## src/rtl/adt7420_responder_if.sv

```systemverilog
// I2C pin bundle between a bus master and the ADT7420 responder model.
// SCL and SDA_IN are the resolved bus levels; SDA_OE is the target's open-drain pull-down.
interface adt7420_responder_if;
  logic SCL;
  logic SDA_IN;
  logic SDA_OE;

  modport master (output SCL, output SDA_IN, input SDA_OE);
  modport slave  (input SCL, input SDA_IN, output SDA_OE);
endinterface

```

## src/rtl/adt7420_responder.sv

```systemverilog
// ADT7420 I2C target model: pointer writes, temperature/ID reads, coherent shadow of TEMP_IN.
// Optional ADT_NOISE_EN adds LFSR noise on bit 3 of the latched LSB.
module adt7420_responder #(
  parameter logic [6:0] ADDR   = 7'h4B,
  parameter logic [7:0] DEV_ID = 8'hCB
) (
  input  logic                       SCLK,
  input  logic                       RST,
  adt7420_responder_if.slave         bus,
  input  logic [15:0]                TEMP_IN,
  output logic                       BUSY,
  output logic                       ADDR_HIT,
  output logic                       XFER_DONE,
  output logic [7:0]                 PTR
);

  typedef enum logic [2:0] {
    StIdle, StAddr, StAddrAck, StPtr, StWdata, StWack, StRdata, StMack
  } state_e;

  logic scl_s1_q, scl_s2_q, scl_p_q;
  logic sda_s1_q, sda_s2_q, sda_p_q;

  state_e      state_q, state_d;
  logic [2:0]  bit_cnt_q, bit_cnt_d;
  logic        full_q, full_d;
  logic [7:0]  rx_q, rx_d;
  logic [7:0]  tx_q, tx_d;
  logic        rw_q, rw_d;
  logic        ack_q, ack_d;
  logic [7:0]  ptr_q, ptr_d;
  logic [15:0] shadow_q, shadow_d;
  logic        sda_oe_q, sda_oe_d;
  logic        busy_q, busy_d;
  logic        addr_hit_q, addr_hit_d;
  logic        xfer_done_q, xfer_done_d;

  logic        scl_rise, scl_fall, start_det, stop_det;
  logic [7:0]  rd_byte;
  logic [15:0] noise;

`ifdef ADT_NOISE_EN
  logic [15:0] lfsr_q, lfsr_d;

  assign lfsr_d = {lfsr_q[14:0], lfsr_q[15] ^ lfsr_q[13] ^ lfsr_q[12] ^ lfsr_q[10]};
  assign noise  = {12'h000, lfsr_q[0], 3'b000};

  always_ff @(posedge SCLK) begin
    if (RST) lfsr_q <= 16'hACE1;
    else     lfsr_q <= lfsr_d;
  end
`else
  assign noise = 16'h0000;
`endif

  always_ff @(posedge SCLK) begin
    if (RST) begin
      scl_s1_q <= 1'b1;
      scl_s2_q <= 1'b1;
      scl_p_q  <= 1'b1;
      sda_s1_q <= 1'b1;
      sda_s2_q <= 1'b1;
      sda_p_q  <= 1'b1;
    end else begin
      scl_s1_q <= bus.SCL;
      scl_s2_q <= scl_s1_q;
      scl_p_q  <= scl_s2_q;
      sda_s1_q <= bus.SDA_IN;
      sda_s2_q <= sda_s1_q;
      sda_p_q  <= sda_s2_q;
    end
  end

  assign scl_rise  = scl_s2_q & ~scl_p_q;
  assign scl_fall  = ~scl_s2_q & scl_p_q;
  // SCL must be high on both sides of the SDA edge so a data change at SCL fall never looks
  // like a bus condition.
  assign start_det = scl_s2_q & scl_p_q & ~sda_s2_q & sda_p_q;
  assign stop_det  = scl_s2_q & scl_p_q & sda_s2_q & ~sda_p_q;

  always_comb begin
    rd_byte = 8'h00;
    unique case (ptr_q)
      8'h00:   rd_byte = shadow_q[15:8];
      8'h01:   rd_byte = shadow_q[7:0];
      8'h0B:   rd_byte = DEV_ID;
      default: rd_byte = 8'h00;
    endcase
  end

  always_comb begin
    state_d     = state_q;
    bit_cnt_d   = bit_cnt_q;
    full_d      = full_q;
    rx_d        = rx_q;
    tx_d        = tx_q;
    rw_d        = rw_q;
    ack_d       = ack_q;
    ptr_d       = ptr_q;
    shadow_d    = shadow_q;
    sda_oe_d    = sda_oe_q;
    busy_d      = busy_q;
    addr_hit_d  = 1'b0;
    xfer_done_d = 1'b0;

    if (stop_det) begin
      state_d     = StIdle;
      sda_oe_d    = 1'b0;
      busy_d      = 1'b0;
      xfer_done_d = busy_q;
    end else if (start_det) begin
      state_d   = StAddr;
      sda_oe_d  = 1'b0;
      bit_cnt_d = 3'd0;
      full_d    = 1'b0;
    end else begin
      unique case (state_q)
        StIdle: ;
        StAddr, StPtr, StWdata: begin
          if (scl_rise) begin
            rx_d      = {rx_q[6:0], sda_s2_q};
            bit_cnt_d = bit_cnt_q + 3'd1;
            if (bit_cnt_q == 3'd7) full_d = 1'b1;
          end else if (scl_fall && full_q) begin
            full_d    = 1'b0;
            bit_cnt_d = 3'd0;
            if (state_q == StAddr) begin
              if (rx_q[7:1] == ADDR) begin
                state_d    = StAddrAck;
                sda_oe_d   = 1'b1;
                addr_hit_d = 1'b1;
                busy_d     = 1'b1;
                rw_d       = rx_q[0];
                // Latch both temperature bytes together so MSB/LSB of one read match.
                if (rx_q[0]) shadow_d = TEMP_IN ^ noise;
              end else begin
                state_d = StIdle;
              end
            end else begin
              if (state_q == StPtr) ptr_d = rx_q;
              state_d  = StWack;
              sda_oe_d = 1'b1;
            end
          end
        end
        StAddrAck: begin
          if (scl_fall) begin
            bit_cnt_d = 3'd0;
            full_d    = 1'b0;
            if (rw_q) begin
              tx_d     = rd_byte;
              sda_oe_d = ~rd_byte[7];
              state_d  = StRdata;
            end else begin
              sda_oe_d = 1'b0;
              state_d  = StPtr;
            end
          end
        end
        StWack: begin
          if (scl_fall) begin
            sda_oe_d = 1'b0;
            state_d  = StWdata;
          end
        end
        StRdata: begin
          if (scl_rise) begin
            bit_cnt_d = bit_cnt_q + 3'd1;
            if (bit_cnt_q == 3'd7) full_d = 1'b1;
          end else if (scl_fall) begin
            if (full_q) begin
              full_d   = 1'b0;
              sda_oe_d = 1'b0;
              state_d  = StMack;
            end else begin
              tx_d     = {tx_q[6:0], 1'b0};
              sda_oe_d = ~tx_q[6];
            end
          end
        end
        StMack: begin
          if (scl_rise) begin
            ack_d = ~sda_s2_q;
            ptr_d = ptr_q + 8'd1;
          end else if (scl_fall) begin
            bit_cnt_d = 3'd0;
            if (ack_q) begin
              tx_d     = rd_byte;
              sda_oe_d = ~rd_byte[7];
              state_d  = StRdata;
            end else begin
              state_d = StIdle;
            end
          end
        end
        default: state_d = StIdle;
      endcase
    end
  end

  always_ff @(posedge SCLK) begin
    if (RST) begin
      state_q     <= StIdle;
      bit_cnt_q   <= 3'd0;
      full_q      <= 1'b0;
      rx_q        <= 8'h00;
      tx_q        <= 8'h00;
      rw_q        <= 1'b0;
      ack_q       <= 1'b0;
      ptr_q       <= 8'h00;
      shadow_q    <= 16'h0000;
      sda_oe_q    <= 1'b0;
      busy_q      <= 1'b0;
      addr_hit_q  <= 1'b0;
      xfer_done_q <= 1'b0;
    end else begin
      state_q     <= state_d;
      bit_cnt_q   <= bit_cnt_d;
      full_q      <= full_d;
      rx_q        <= rx_d;
      tx_q        <= tx_d;
      rw_q        <= rw_d;
      ack_q       <= ack_d;
      ptr_q       <= ptr_d;
      shadow_q    <= shadow_d;
      sda_oe_q    <= sda_oe_d;
      busy_q      <= busy_d;
      addr_hit_q  <= addr_hit_d;
      xfer_done_q <= xfer_done_d;
    end
  end

  assign bus.SDA_OE = sda_oe_q;
  assign BUSY       = busy_q;
  assign ADDR_HIT   = addr_hit_q;
  assign XFER_DONE  = xfer_done_q;
  assign PTR        = ptr_q;

endmodule
```

## src/flat_wrapper.sv

```systemverilog
// flat-port wrapper written by rule: the top's interface ports become plain ports
module adt7420_responder_flat 
#(
  parameter logic [6:0] ADDR   = 7'h4B,
  parameter logic [7:0] DEV_ID = 8'hCB
)
  (SCLK, RST, TEMP_IN, BUSY, ADDR_HIT, XFER_DONE, PTR, bus_SCL, bus_SDA_IN, bus_SDA_OE);
  adt7420_responder_if bus_i ();
  input  logic SCLK;
  input  logic RST;
  input  logic [15:0] TEMP_IN;
  output logic BUSY;
  output logic ADDR_HIT;
  output logic XFER_DONE;
  output logic [7:0] PTR;
  input wire logic [$bits(bus_i.SCL)-1:0] bus_SCL;
  input wire logic [$bits(bus_i.SDA_IN)-1:0] bus_SDA_IN;
  output wire logic [$bits(bus_i.SDA_OE)-1:0] bus_SDA_OE;
  assign bus_i.SCL = bus_SCL;
  assign bus_i.SDA_IN = bus_SDA_IN;
  assign bus_SDA_OE = bus_i.SDA_OE;
  adt7420_responder #(.ADDR(ADDR), .DEV_ID(DEV_ID)) u_core (.SCLK(SCLK), .RST(RST), .bus(bus_i), .TEMP_IN(TEMP_IN), .BUSY(BUSY), .ADDR_HIT(ADDR_HIT), .XFER_DONE(XFER_DONE), .PTR(PTR));
endmodule
```

## config.mk

```make
export PLATFORM = sky130hd
export DESIGN_NAME = adt7420_responder_flat
export DESIGN_NICKNAME = d
export VERILOG_FILES = /design/src/rtl/adt7420_responder_if.sv /design/src/rtl/adt7420_responder.sv /design/src/flat_wrapper.sv
export SDC_FILE = /design/constraint.sdc
export NUM_CORES = 1
export LEC_CHECK = 0
export ABC_AREA = 1
export CAP_MARGIN = 20
export CELL_PAD_IN_SITES_DETAIL_PLACEMENT = 0
export CELL_PAD_IN_SITES_GLOBAL_PLACEMENT = 1
export CORE_MARGIN = 4
export CORE_UTILIZATION = 43
export DETAILED_ROUTE_END_ITERATION = 16
export PLACE_DENSITY_LB_ADDON = 0.1
export REMOVE_ABC_BUFFERS = 1
export SYNTH_ARGS = -nofsm -noshare
export SYNTH_HDL_FRONTEND = slang
export SYNTH_SLANG_ARGS = --single-unit
```

## constraint.sdc

```tcl
create_clock -name SCLK -period 4.6 [get_ports SCLK]
set_input_delay 0.92 -clock SCLK [delete_from_list [all_inputs] [get_ports SCLK]]
set_output_delay 0.92 -clock SCLK [all_outputs]
set_load 0.01 [all_outputs]
```

==> key figures, run 1 <==
Outcome
  – Outcome: finished, final reports clean

Drt
  – Routed Antenna Nets: 0
  – Starting DRC count in detailed routing: 160
  – Post-Route WL: 7620 µm
  – Met2 WL post-DR: 3550 µm
  – Residual DRC count: 0
  – Drt pass-1 iters: 4
  – Vias per Instance: 4.98
  – Wire length per cell: 13.1 µm
  – Routed met3 length: 311 µm
  – Met1 Wirelength: 3710 µm
  – Top Layer Used: met4
  – Via count: 2897

Clocking
  – Clk buf depth: 2
  – Clock transition at the registers of the reported paths: 0.07 ns
  – CTS Sinks: 58
  – Clk Latency, worst-skew pair: 0.33 ns
  – Post-CTS Setup Bufs: 0
  – Quantity of gates resized following cts: 0
  – H-tree depth: 3
  – Hold Buf Count CTS: 0
  – CTS tree: built
  – Num CTS Buffers: 9
  – CTS Root Cell: clkbuf_8

Cells and area
  – Nets@finish: 506
  – Area delta synth->final: 18.7%
  – Fill count: 731
  – Layout cell share with drive strength beyond 1: 7.61%
  – Antenna Diode Count: 0
  – Fin cells: 582
  – Fin util: 52.5%

STA
  – Slew @ Worst Pin: 1.03 ns
  – Max Fclk: 414 MHz
  – Slew HR: 31.5%
  – Final setup viols: 0
  – Hold Slack: 0.409 ns
  – Worst Clk Skew: 0.00674 ns
  – Min cycle time layout: 2.41 ns
  – RSZ-0062 raised after global routing: false
  – Max-slew violations: 0
  – Final hold vios: 0
  – Period utilization: 52.5%
  – TNS Setup: 0 ns

Die
  – Chip Width: 91.6 µm
  – DIE HEIGHT: 91.6 µm
  – Core footprint: 6790 µm²
  – DIE AREA: 8390 µm²
  – Ports: 32
  – Starting Density: 44.3%
  – Row count: 30

Logic synthesis
  – Yosys cell types: 30
  – Most instantiated cells after synthesis: nand2_1, nor2_1, dfxtp_1
  – Largest area contributor in the netlist: dfxtp_1
  – Synthesized area: 3010 µm²
  – Synth Area per Inst: 6.67 µm²
  – Synth async-reset ratio: 0%
  – Count leader, synth: nand2_1
  – Largest cells by area after synthesis: dfxtp_1, nand2_1, nor2_1, o21ai_0, nand3_1
  – Yosys Warn Count: 0
  – Post-synth top area share: 38.6%
  – Seq/Total Area, Yosys: 38.6%
  – Prevailing post-synth register cell: dfxtp_1
  – Synth Register Bits: 58
  – Post-synth EDFFs: 0
  – Post-Synthesis Cells: 451

Global route
  – Antenna violations before repair: 0
  – Largest net degree at the start of global routing: 41
  – Vias in the first global route: 2696
  – First-pass GRT wire length: 12600 µm
  – Gr usage total: 18.8%
  – GRT overflow: 0

Pwr
  – VDD IR max: 271 µV
  – Leak pwr: 1.56 nW
  – PwrDens: 440 nW/µm²

Worst setup path
  – Max FO, Critical Path: 40
  – Crit. End Element: register
  – Worst EP arrival: 2.67 ns
  – Critical Path RT: 4.85 ns
  – CP startpoint kind: input port
  – Critical path start-end classification: input port to register

Place
  – IO Port Bufs: 31
  – Cells after DPL: 566
  – DP Wirelength: 5480 µm
  – Gpl congestion: 0.909

Job
  – Max cap viols: 0

Hold path
  – Hold crit path type: register to register
## registers in the layout, summed over array words and instances, names as in the netlist, 3 cells and up
signal            count
u_core.state_q        3
u_core.bit_cnt_q      3
u_core.PTR            8
u_core.rx_q           8
u_core.shadow_q      16
u_core.tx_q           7
## where the power goes
part           leakage [nW]  internal [mW]  total [mW]  switching (mW)
Combinational         0.985          0.161       0.461           0.300
Clock                 0.107          0.305       0.512           0.208
Sequential            0.470          0.543       0.597          0.0539
Total                  1.56           1.01        1.57           0.561
## routing by layer
layer	up-vias	track usage, %
met5	-	0
met4	0	7.54
met3	4	3.04
met2	55	30.6
met1	1295	24.9
li1	1543	-
## placed cells by master (no fill, tap or decap), types with 5 or more instances in the layout
cell type        synthesis  final
ha_1                     5      5
dfxtp_1                 58     58
inv_2                    5      5
nand4_1                  5      5
a21oi_1                 33     33
clkbuf_8                 1      9
nor2_1                  85     85
inv_1                   38     38
o21ai_0                 49     49
nand3_1                 41     41
clkdlybuf4s50_1          0     31
nand2_1                 92     92
## critical path, cell delays in order
cell and delay, ns:
clkdlybuf4s50_1 0.40, buf_4 0.20, inv_1 0.75, o21ai_0 0.20, a21oi_1 0.18
## cell type report
type,instances,area (µm²),area share [%]
multi-input cells,336,1590,44.5
clock inverters,5,78.8,2.21
repair buffers,32,318,8.90
flip-flops and latches,58,1160,32.5
well taps,96,120,3.36
inverters,44,170,4.77
clock buffers,11,131,3.68
## cell families after synthesis
logic type / count (synthesis) / share of synthesized area, %
AND/OR/NAND/NOR: 240 / 34.8
XOR/XNOR: 1 / 0.291
adder cells (fa/ha/maj): 5 / 2.08
AO/OA/AOI/OAI: 90 / 15.7
buffers and inverters: 57 / 8.49
flip-flops: 58 / 38.6
## final timing paths
kind | startpoint | cells after the start | endpoint | slack (ns)
hold reg to reg | u_core.scl_s1_q | 1 | u_core.scl_s2_q | 0.41
setup / recovery | RST | 5 | u_core.rx_q[3] | 2.19
setup reg to reg | u_core.state_q[2] | 9 | u_core.state_q[0] | 2.56
hold / removal | u_core.scl_s1_q | 1 | u_core.scl_s2_q | 0.41
## metrics by stage
stage	total power [mW]	instance area, µm²	setup slack [ns]
detailed placement	1.06	3360	1.80
floorplan	0.932	2920	2.89
global placement	1.06	3360	1.84
finish	1.57	3570	2.19
CTS	1.58	3570	2.15
global route	1.68	3570	1.97
Note: power is estimated with default switching activity, not from simulation.
==> run 2, diff against run 1 <==
--- a/config.mk
+++ b/config.mk
@@ -10,7 +10,7 @@
 export CELL_PAD_IN_SITES_DETAIL_PLACEMENT = 0
 export CELL_PAD_IN_SITES_GLOBAL_PLACEMENT = 1
 export CORE_MARGIN = 4
-export CORE_UTILIZATION = 43
+export CORE_UTILIZATION = 40
 export DETAILED_ROUTE_END_ITERATION = 16
 export PLACE_DENSITY_LB_ADDON = 0.1
 export REMOVE_ABC_BUFFERS = 1
==> constraint.sdc (replaced) <==
create_clock -name SCLK -period 2.4 [get_ports SCLK]
set_input_delay 0.48 -clock SCLK [delete_from_list [all_inputs] [get_ports SCLK]]
set_output_delay 0.48 -clock SCLK [all_outputs]
set_load 0.01 [all_outputs]
==> key figures, run 2 (synthesized netlist as in run 1, its figures left out) <==
Worst setup path
  – Critical path start-end classification: register to output port
  – Cell family with most CP delay: buffers and inverters
  – Crit. End Element: output port
  – R2r setup slk: 0.64 ns (-1.92 ns)
  – Levels on crit path: 1 (-4)
  – Worst EP arrival: 1.34 ns (-1.33 ns)
  – Max FO, Critical Path: 6 (-85%)
  – Critical Path RT: 1.92 ns (-2.93 ns)
  – Crit path largest cell delay: 0.57 ns (-0.18 ns)
  – CP startpoint kind: register
  – Slowest CP cell: clkdlybuf4s50_1
  – Depth of the most critical reg-to-reg path: 7 (-2)
  – Worst path cell trace: clkdlybuf4s50_1
  – CP Buf/Inv Count: 1 (-2)

Outcome
  – Outcome: finished, final reports clean

Die
  – Ports: 32 (unchanged)
  – Chip Width: 94.7 µm (+3.4%)
  – Starting Density: 41.2% (-3.0 points)
  – Core footprint: 7290 µm² (+7.3%)
  – Row count: 31 (+3.3%)
  – DIE AREA: 8970 µm² (+6.8%)
  – DIE HEIGHT: 94.7 µm (+3.4%)

Hold path
  – Hold Path Depth: 1 (unchanged)
  – Hold crit path type: register to register

Clocking
  – CTS Sinks: 58 (unchanged)
  – CTS tree: built
  – Post-CTS Setup Bufs: 0 (unchanged)
  – Clk buf depth: 2 (unchanged)
  – CTS Root Cell: clkbuf_8
  – H-tree depth: 3 (unchanged)
  – Quantity of gates resized following cts: 0 (unchanged)
  – Clock transition at the registers of the reported paths: 0.07 ns (about the same)
  – Hold Buf Count CTS: 0 (unchanged)
  – Num CTS Buffers: 9 (unchanged)
  – Clk Latency, worst-skew pair: 0.34 ns (about the same)

Global route
  – Antenna violations before repair: 0 (unchanged)
  – First-pass GRT wire length: 12700 µm (+0.98%)
  – Vias in the first global route: 2684 (-0.45%)
  – Gr usage total: 18.3% (-0.49 points)
  – GRT overflow: 0 (unchanged)
  – Largest net degree at the start of global routing: 41 (unchanged)

Place
  – DP Wirelength: 5580 µm (+1.9%)
  – Gpl congestion: 0.910 (+0.11%)
  – Placed instance area: 3400 µm² (+1.2%)
  – IO Port Bufs: 31 (unchanged)

Drt
  – Vias per Instance: 5.03 (+1.0%)
  – Drt pass-1 iters: 4 (unchanged)
  – Post-Route WL: 7620 µm (unchanged)
  – Wire length per cell: 12.9 µm (-1.4%)
  – Via count: 2967 (+2.4%)
  – Residual DRC count: 0 (unchanged)
  – Routed Antenna Nets: 0 (unchanged)
  – Starting DRC count in detailed routing: 139 (-13%)

Cells and area
  – Top reg by flops: u_core.shadow_q
  – Max reg flops: 16 (unchanged)
  – Fin area: 3620 µm² (+1.4%)
  – Fin util: 49.6% (-2.9 points)
  – Antenna Diode Count: 0 (unchanged)
  – Most frequent cells in the layout: nand2_1, nor2_1, dfxtp_1
  – Nets@finish: 511 (+0.99%)
  – Area delta synth->final: 20.4%
  – Layout cell share with drive strength beyond 1: 8.76% (+1.1 points)
  – Fill count: 786 (+7.5%)
  – Commonest non-fill, non-tap cell in the layout: nand2_1

STA
  – Slew @ Worst Pin: 0.620 ns (-0.406 ns)
  – Slew HR: 58.5% (+27 points)
  – RSZ-0062 raised after global routing: false
  – Final hold vios: 0 (unchanged)
  – TNS Setup: 0 ns (unchanged)
  – Period utilization: 75.8%
  – Final setup viols: 0 (unchanged)
  – Worst Clk Skew: 0.0124 ns (+0.00570 ns)
  – Max Fclk: 550 MHz
  – Max-slew violations: 0 (unchanged)
  – Min cycle time layout: 1.82 ns

Pwr
  – Leak pwr: 1.59 nW (+1.6%)
  – VDD IR max: 362 µV (+34%)
  – PwrDens: 834 nW/µm² (+90%)
  – Final Power: 3.02 mW (+92%)

Job
  – Max cap viols: 0 (unchanged)
==> run 2: changes by cell type in the layout (fill, tap and decap cells not counted) <==
cell	previous run	this run
clkbuf_1	2	1
clkinv_4	2	1
clkbuf_8	9	10
clkinvlp_4	0	1
buf_4	1	6
==> run 2: metrics by stage <==
step	hold slack, ns	setup slack (ns)	instances
2_1_floorplan	0.389	0.749	438
3_3_place_gp	0.392	0.668	574
3_5_place_dp	0.399	0.652	574
4_1_cts	0.415	0.549	590
5_1_grt	0.437	0.388	590
6_report	0.412	0.581	590
==> run 2: final timing paths <==
kind	start	endpoint
max	u_core.PTR[4]	PTR[4]
min	u_core.sda_s1_q	u_core.sda_s2_q
max reg2reg	u_core.state_q[2]	u_core.PTR[5]
min reg2reg	u_core.sda_s1_q	u_core.sda_s2_q
==> run 2: where the power goes <==
group / switching (mW) / total, mW / internal (mW) / leakage (nW)
clock network: 0.394 / 1.00 / 0.610 / 0.109
logic: 0.561 / 0.874 / 0.313 / 1.01
registers: 0.101 / 1.14 / 1.04 / 0.470
total: 1.06 / 3.02 / 1.96 / 1.59
==> run 2: final cells by class <==
cell class,instances,area [µm²],area share [%]
inverters,44,170,4.70
multi-input cells,336,1590,43.9
repair buffers,37,355,9.82
clock inverters,5,77.6,2.14
well taps,99,124,3.42
clock buffers,11,141,3.91
flip-flops and latches,58,1160,32.1
==> run 2: metal layers <==
metal | GRT usage (%) | up-vias | wire length, µm
met2 | 28.5 | 62 | 3420
met3 | 4.06 | 15 | 286
met1 | 24.5 | 1349 | 3730
met4 | 7.57 | 0 | 178
li1 | - | 1541 | -
met5 | 0 | - | 0
==> run 3, diff against run 2 <==
==> constraint.sdc (replaced) <==
create_clock -name SCLK -period 1.9 [get_ports SCLK]
set_input_delay 0.38 -clock SCLK [delete_from_list [all_inputs] [get_ports SCLK]]
set_output_delay 0.38 -clock SCLK [all_outputs]
set_load 0.01 [all_outputs]
==> key figures, run 3 (synthesized netlist as in run 1, its figures left out) <==
Die
  – Ports: 32 (unchanged)
  – Row count: 31 (unchanged)
  – Core footprint: 7290 µm² (unchanged)
  – Starting Density: 41.2% (unchanged)
  – DIE AREA: 8970 µm² (unchanged)
  – Chip Width: 94.7 µm (unchanged)
  – DIE HEIGHT: 94.7 µm (unchanged)

STA
  – Max Fclk: 581 MHz
  – Max-slew violations: 0 (unchanged)
  – Final setup viols: 0 (unchanged)
  – Final hold vios: 0 (unchanged)
  – RSZ-0062 raised after global routing: false
  – Hold Slack: 0.412 ns (+0.000258 ns)
  – Period utilization: 90.7%
  – Slew HR: 77.8% (+19 points)
  – TNS Setup: 0 ns (unchanged)
  – Slew @ Worst Pin: 0.333 ns (-0.286 ns)
  – Min cycle time layout: 1.72 ns
  – Worst Clk Skew: 0.00975 ns (-0.00269 ns)

Clocking
  – Num CTS Buffers: 9 (unchanged)
  – CTS tree: built
  – Quantity of gates resized following cts: 0 (unchanged)
  – Clk buf depth: 2 (unchanged)
  – CTS Sinks: 58 (unchanged)
  – Clk Latency, worst-skew pair: 0.33 ns (about the same)
  – Post-CTS Setup Bufs: 0 (unchanged)
  – H-tree depth: 3 (unchanged)
  – Hold Buf Count CTS: 0 (unchanged)
  – Clock transition at the registers of the reported paths: 0.07 ns (about the same)
  – CTS Root Cell: clkbuf_8

Place
  – IO Port Bufs: 31 (unchanged)
  – Gpl congestion: 1.00 (+10%)
  – DP Wirelength: 5630 µm (+0.95%)
  – Cells after DPL: 580 (+1.0%)
  – Placed instance area: 3460 µm² (+1.7%)

Drt
  – Routed Antenna Nets: 0 (unchanged)
  – Wire length per cell: 13.0 µm (+0.55%)
  – Vias per Instance: 5.06 (+0.57%)
  – Starting DRC count in detailed routing: 120 (-14%)
  – Via count: 3004 (+1.2%)
  – Post-Route WL: 7710 µm (+1.2%)
  – Residual DRC count: 0 (unchanged)
  – Drt pass-1 iters: 6 (+2)

Job
  – Max cap viols: 0 (unchanged)

Global route
  – Vias in the first global route: 2762 (+2.9%)
  – Largest net degree at the start of global routing: 41 (unchanged)
  – GRT overflow: 0 (unchanged)
  – Gr usage total: 18.4% (+0.048 points)
  – Antenna violations before repair: 0 (unchanged)
  – First-pass GRT wire length: 12800 µm (+0.43%)

Cells and area
  – Layout cell share with drive strength beyond 1: 10.3% (+1.5 points)
  – FF/Latch Area: 1160 µm² (+0.11%)
  – Nets@finish: 517 (+1.2%)
  – Area delta synth->final: 21.5%
  – Fin cells: 594 (+0.68%)
  – Top reg by flops: u_core.shadow_q
  – Fill count: 802 (+2.0%)
  – Fin area: 3650 µm² (+0.93%)
  – Commonest non-fill, non-tap cell in the layout: nand2_1
  – Multi-input logic area: 1590 µm² (+0.16%)
  – Most frequent cells in the layout: nand2_1, nor2_1, dfxtp_1
  – Antenna Diode Count: 0 (unchanged)
  – Max reg flops: 16 (unchanged)

Worst setup path
  – CP Buf/Inv Count: 1 (unchanged)
  – Crit. End Element: output port
  – CP startpoint kind: register
  – Worst path cell trace: clkdlybuf4s50_1
  – Crit path largest cell delay: 0.58 ns (about the same)
  – Critical Path RT: 1.52 ns (-0.40 ns)
  – Worst EP arrival: 1.34 ns (about the same)
  – Depth of the most critical reg-to-reg path: 8 (+1)
  – Slowest CP cell: clkdlybuf4s50_1
  – Levels on crit path: 1 (unchanged)
  – Cell family with most CP delay: buffers and inverters
  – Max FO, Critical Path: 6 (unchanged)
  – Critical path start-end classification: register to output port

Pwr
  – Final Power: 3.74 mW (+24%)
  – PwrDens: 1020 nW/µm² (+23%)
  – Leak pwr: 1.61 nW (+1.6%)
  – VDD IR max: 427 µV (+18%)

Outcome
  – Outcome: finished, final reports clean

Hold path
  – Hold crit path type: register to register
  – Hold Path Depth: 1 (unchanged)
run 3: cell types whose count changed in the layout (fill, tap and decap cells not counted):
cell        previous run  this run
nand2_1               92        91
dfxtp_2                0         1
dfxtp_1               58        57
inv_1                 38        37
inv_2                  5         6
bufinv_16              2         1
buf_4                  6        11
clkbuf_8              10        11
nand2_2                1         2
clkbuf_1               1         0
clkinvlp_4             1         0
buf_12                 0         1
run 3: report_power, final:
part	internal, mW	switching (mW)
logic	0.420	0.740
clock network	0.658	0.488
registers	1.32	0.119
total	2.40	1.35
run 3: final timing paths:
check                     from                   to  slack (ns)
max              u_core.PTR[0]               PTR[0]        0.18
min            u_core.sda_s1_q      u_core.sda_s2_q        0.41
max reg2reg  u_core.state_q[1]  u_core.shadow_q[13]        0.22
min reg2reg    u_core.sda_s1_q      u_core.sda_s2_q        0.41
run 3: final cells by class:
type	instances	share of cell area [%]
inverter	44	4.66
clock buffer	11	4.14
sequential	58	31.8
timing repair buffer	43	11.3
multi-input combinational	336	43.6
tap	99	3.39
clock inverter	3	1.10
run 3: per-layer routing:
metal  global-route usage (%)  share of wire, %  vias to the layer above
met3                     2.79               4.0                        8
met4                     8.77               1.4                        0
met2                     29.5                47                       60
li1                         -                 -                     1549
met5                        0                 0                        -
met1                     24.1                47                     1387
run 3: worst reg2reg max path: cells and delay by family (launching register included):
kind                   cells  cell delay, ns
buffers and inverters      2            0.32
flip-flops                 1            0.40
AND/OR/NAND/NOR            6            0.86
run 3: through the flow:
stage | utilization [%] | setup slack (ns)
after global routing | 50.1 | 0.0421
after CTS | 50.1 | 0.101
final | 50.1 | 0.178
after detailed placement | 47.4 | 0.108
after floorplan | - | 0.249
after global placement | 47.4 | 0.134
==> patch 1, RTL diff (settings of run 3) <==
Register the input `TEMP_IN` before use, without a reset. The logic sees it one clock later. The other inputs are not delayed to match.
--- a/src/rtl/adt7420_responder.sv
+++ b/src/rtl/adt7420_responder.sv
@@ -17,6 +17,12 @@
   typedef enum logic [2:0] {
     StIdle, StAddr, StAddrAck, StPtr, StWdata, StWack, StRdata, StMack
   } state_e;
+
+  logic [15:0] TEMP_IN_q;
+
+  always_ff @(posedge SCLK) begin
+    TEMP_IN_q <= TEMP_IN;
+  end
 
   logic scl_s1_q, scl_s2_q, scl_p_q;
   logic sda_s1_q, sda_s2_q, sda_p_q;
@@ -132,7 +138,7 @@
                 busy_d     = 1'b1;
                 rw_d       = rx_q[0];
                 // Latch both temperature bytes together so MSB/LSB of one read match.
-                if (rx_q[0]) shadow_d = TEMP_IN ^ noise;
+                if (rx_q[0]) shadow_d = TEMP_IN_q ^ noise;
               end else begin
                 state_d = StIdle;
               end
Check against the original RTL: no difference found for any inputs over 4 cycles, from zero or initial values and one cycle with RST high; that may be too few to reach the edited logic, so the function may still have changed.
==> patch 1 against run 3 <==
Synthesized area rose by 14%; clock skew shrank 0.00062 ns; core utilization decreased by 1.8 points; critical endpoint is now PTR[3]; combinational power shrank 20%; sequential power rose by 19%; worst setup slack worse by 0.076 ns; cell area up 9.7%; sequential share of layout area rose by 5.2 points; sequential cell count grew 16; routed wire length hardly changed; total power grew 1.4%; final cell count increased by 7.2%.
==> patch 1: results (changes against run 3) <==
* Root Driver: clkbuf_8
* Final WL at 7.72 mm (about the same)
* Largest regs: u_core.TEMP_IN_q: 16 flops, u_core.shadow_q: 16 flops
* Share of cells above drive strength 1 at 12.4% (+2.1 points)
* Max Fanout on Critical Path at 7 (+1)
* Most used DFF post-synth: dfxtp_1
* Via count at 3006 (+0.067%)
* Resize count post-CTS at 0 (unchanged)
* R2R setup slack at 0.22 ns (about the same)
* Total CTS buffers at 9 (unchanged)
* Seq/Total Area, Yosys at 43.1% (+4.5 points)
* CP top delay family: buffers and inverters
* Synth cell count leaders: 140 x nand2_1, 78 x nor2_1, 74 x dfxtp_1
* DR pass1 iterations at 4 (-2)
* Clock slew at reported path FFs at 0.08 ns
* Synth async-reset ratio at 0% (unchanged)
* Hold Crit Class: reg -> reg
* H-tree levels at 3 (unchanged)
* Worst path arrival time at 1.42 ns (+0.08 ns)
* Setup Buffers After CTS at 0 (unchanged)
* Worst slew pin tran at 0.444 ns (+0.111 ns)
* Nets at 552 (+6.8%)
* Slowest stage delay, CP at 0.59 ns
* PortBufs at 31 (unchanged)
* First-pass GRT wire length at 13.3 mm (+3.7%)
* Leak at 1.80 nW (+12%)
* Initial DRC count at 81 (-33%)
* Gr usage total at 16.5% (-1.9 points)
* Hold WS at 0.411 ns (-0.00102 ns)
* Largest net degree at the start of global routing at 35 (-15%)
* Post-DP HPWL at 5.47 mm (-2.8%)
* Synth cell types at 31 (+3.3%)
* Clock Path Buffers at 2 (unchanged)
* Maximum vdd drop at 387 uV (-9.2%)
* DP Area at 3820 um2 (+11%)
* Vias in the first global route at 2827 (+2.4%)
* Final GP Congestion at 0.848 (-15%)
* Clk Latency, worst-skew pair at 0.35 ns (+0.02 ns)
* Area contributors post-synth: dfxtp_1 43%, nand2_1 15%, nor2_1 8.5%, inv_1 4.7%, a21oi_1 4.1%
* CP max stage cell: clkdlybuf4s50_1
* Yosys warns at 0 (unchanged)
* Status: complete, no violations
* N_diodes at 0 (unchanged)
* Initial antenna violation count at 0 (unchanged)
* Clk_skew at 0.00912 ns (-0.000625 ns)
patch 1: cell count changes after synthesis, moves of 6 or more:
cell and delta:
inv_2 +6, nand2_2 +8, o21ai_0 -29, nand2_1 +48, nor2_1 -7, nand3_1 -15, o21ai_1 +10, dfxtp_1 +16
patch 1: worst paths after layout:
check	to	cells after the start	from
setup / recovery	PTR[3]	1	u_core.PTR[3]
hold / removal	u_core.scl_s2_q	1	u_core.scl_s1_q
setup reg to reg	u_core.PTR[3]	7	u_core.state_q[1]
hold reg to reg	u_core.scl_s2_q	1	u_core.scl_s1_q
patch 1: kinds of logic after synthesis:
| kind of cell | share of synthesized area (%) |
|---|---|
| flops | 43.1 |
| simple gates | 36.6 |
| compound gates | 9.84 |
| buf+inv | 8.63 |
| fa+ha+maj | 1.82 |
patch 1: stage by stage:
stage	instances	power, W	util (%)	setup WS (ns)
5_1_grt	637	0.00402	48.3	0.0364
6_report	637	0.00379	48.3	0.101
4_1_cts	637	0.00384	48.3	0.0788
3_5_place_dp	621	0.00268	46.1	0.233
3_3_place_gp	621	0.00269	46.1	0.229
2_1_floorplan	480	0.00240	-	0.337
patch 1: cell type report:
type | count | area (um2)
multi-input combinational | 351 | 1660
sequential | 74 | 1480
clock inverter | 4 | 26.3
fill | 876 | 4290
inverter | 55 | 208
tap | 105 | 131
clock buffer | 12 | 155
timing repair buffer | 36 | 348
patch 1: power by group:
group	total, W	switching, W	internal, W
clock network	0.00115	0.000607	0.000545
logic	0.000929	0.000610	0.000319
registers	0.00171	0.0000840	0.00163
patch 1: routing by layer:
layer  global-route usage (%)  up-vias  share of wire [%]
li1                         -     1602                  -
met5                        0        -                  0
met2                     26.6       35                 46
met4                     6.53        0                1.6
met3                     2.91       11                2.5
met1                     21.9     1358                 50
==> patch 2, RTL diff (flow settings as in run 3) <==
Made on the original files. The option `ADT_NOISE_EN` is turned on by a define.
--- a/src/rtl/adt7420_responder.sv
+++ b/src/rtl/adt7420_responder.sv
@@ -1,5 +1,7 @@
 // ADT7420 I2C target model: pointer writes, temperature/ID reads, coherent shadow of TEMP_IN.
 // Optional ADT_NOISE_EN adds LFSR noise on bit 3 of the latched LSB.
+`define ADT_NOISE_EN
+
 module adt7420_responder #(
   parameter logic [6:0] ADDR   = 7'h4B,
   parameter logic [7:0] DEV_ID = 8'hCB
Formal check against the unedited RTL: no difference found for any inputs over 4 cycles, from zero or initial values and one cycle with RST high; that may be too few to reach the edited logic, so the function may still have changed.
==> patch 2 against run 3 <==
Clock skew up 0.0035 ns; die area grew 17%; routed wire length is 6.8% higher; sequential cell count up 16; total power grew 18%; cell area is 16% higher; global-route usage fell by 1.3 points; non-clock buffer count down 3; synthesized area up 18%; worst setup slack got worse by 0.10 ns; critical path depth is the same; first-iteration DRC count is 40% higher; largest cell class unchanged.
==> patch 2: results (changes against run 3) <==
* Status: complete, no violations
* Synth cell count leaders: 119 x nand2_1, 83 x nor2_1, 74 x dfxtp_1
* Met2 Wirelength at 3.73 mm (+2.5%)
* Maximum vdd drop at 474 uV (+11%)
* Clk_skew at 0.0132 ns (+0.00347 ns)
* Worst path arrival time at 1.44 ns (+0.10 ns)
* Final WL at 8.23 mm (+6.8%)
* Leak at 1.91 nW (+19%)
* Setup WS pre-CTS at 0.177 ns (+0.0690 ns)
* Syn_area_per_cell at 6.88 um2 (+3.1%)
* Initial DRC count at 168 (+40%)
* Synth cell types at 33 (+10%)
* DP Area at 3990 um2 (+15%)
* Vias in the first global route at 2920 (+5.7%)
* Post-DP HPWL at 5.93 mm (+5.3%)
* Clk Latency, worst-skew pair at 0.36 ns (+0.03 ns)
* Relative slew slack at 64.2% (-14 points)
* DR pass1 iterations at 4 (-2)
* Share of cells above drive strength 1 at 11.3% (+1.0 points)
* Slowest stage delay, CP at 0.60 ns (+0.02 ns)
* Vias per cell at 4.74 (-6.2%)
* Area contributors post-synth: dfxtp_1 42%, nand2_1 13%, nor2_1 8.8%, inv_1 6.7%, nand3_1 4.8%
* Via count at 3154 (+5.0%)
* Largest net degree at the start of global routing at 37 (-9.8%)
* DRT met1 WL at 3.91 mm (+7.1%)
* Final GP Congestion at 0.911 (-9.0%)
* Nets at 577 (+12%)
==> patch 2: layout make-up <==
cell class / instances / area, um2
fill: 928 / 4450
multi-input combinational: 358 / 1700
sequential: 74 / 1480
timing repair buffer: 40 / 415
inverter: 69 / 264
clock buffer: 10 / 138
tap: 108 / 135
clock inverter: 6 / 95.1
==> patch 2: power breakdown <==
part | leakage (nW) | internal, W | switching, W
logic | 1.19 | 0.000425 | 0.000752
registers | 0.604 | 0.00168 | 0.000129
clock network | 0.118 | 0.000792 | 0.000636
total | 1.91 | 0.00290 | 0.00152
==> patch 2: repair_timing <==
item                       CTS  global route
setup buffers                0             0
setup endpoints to repair    0             3
hold buffers                 0             0
resized for setup            0             2
==> patch 2: kinds of logic after synthesis <==
group / count (synthesis) / synth area share, %
AO/OA/AOI/OAI: 68 / 10.2
buffers and inverters: 85 / 10.7
flip-flops: 74 / 41.7
adder cells (fa/ha/maj): 5 / 1.76
XOR/XNOR: 4 / 0.986
AND/OR/NAND/NOR: 281 / 34.7
==> patch 2: layer usage <==
metal / GRT usage [%] / vias to the layer above
li1: - / 1685
met1: 23.0 / 1387
met2: 26.9 / 73
met3: 4.37 / 9
met4: 5.05 / 0
met5: 0 / -
==> patch 2: path summary, 6_finish.rpt <==
kind / start / to / slack [ns] / cells after the start
worst max-delay path: u_core.PTR[2] / PTR[2] / 0.08 / 1
worst min-delay path: u_core.lfsr_q[7] / u_core.lfsr_q[8] / 0.41 / 2
worst max register to register: u_core.state_q[2] / u_core.PTR[2] / 0.21 / 10
worst min register to register: u_core.lfsr_q[7] / u_core.lfsr_q[8] / 0.41 / 2
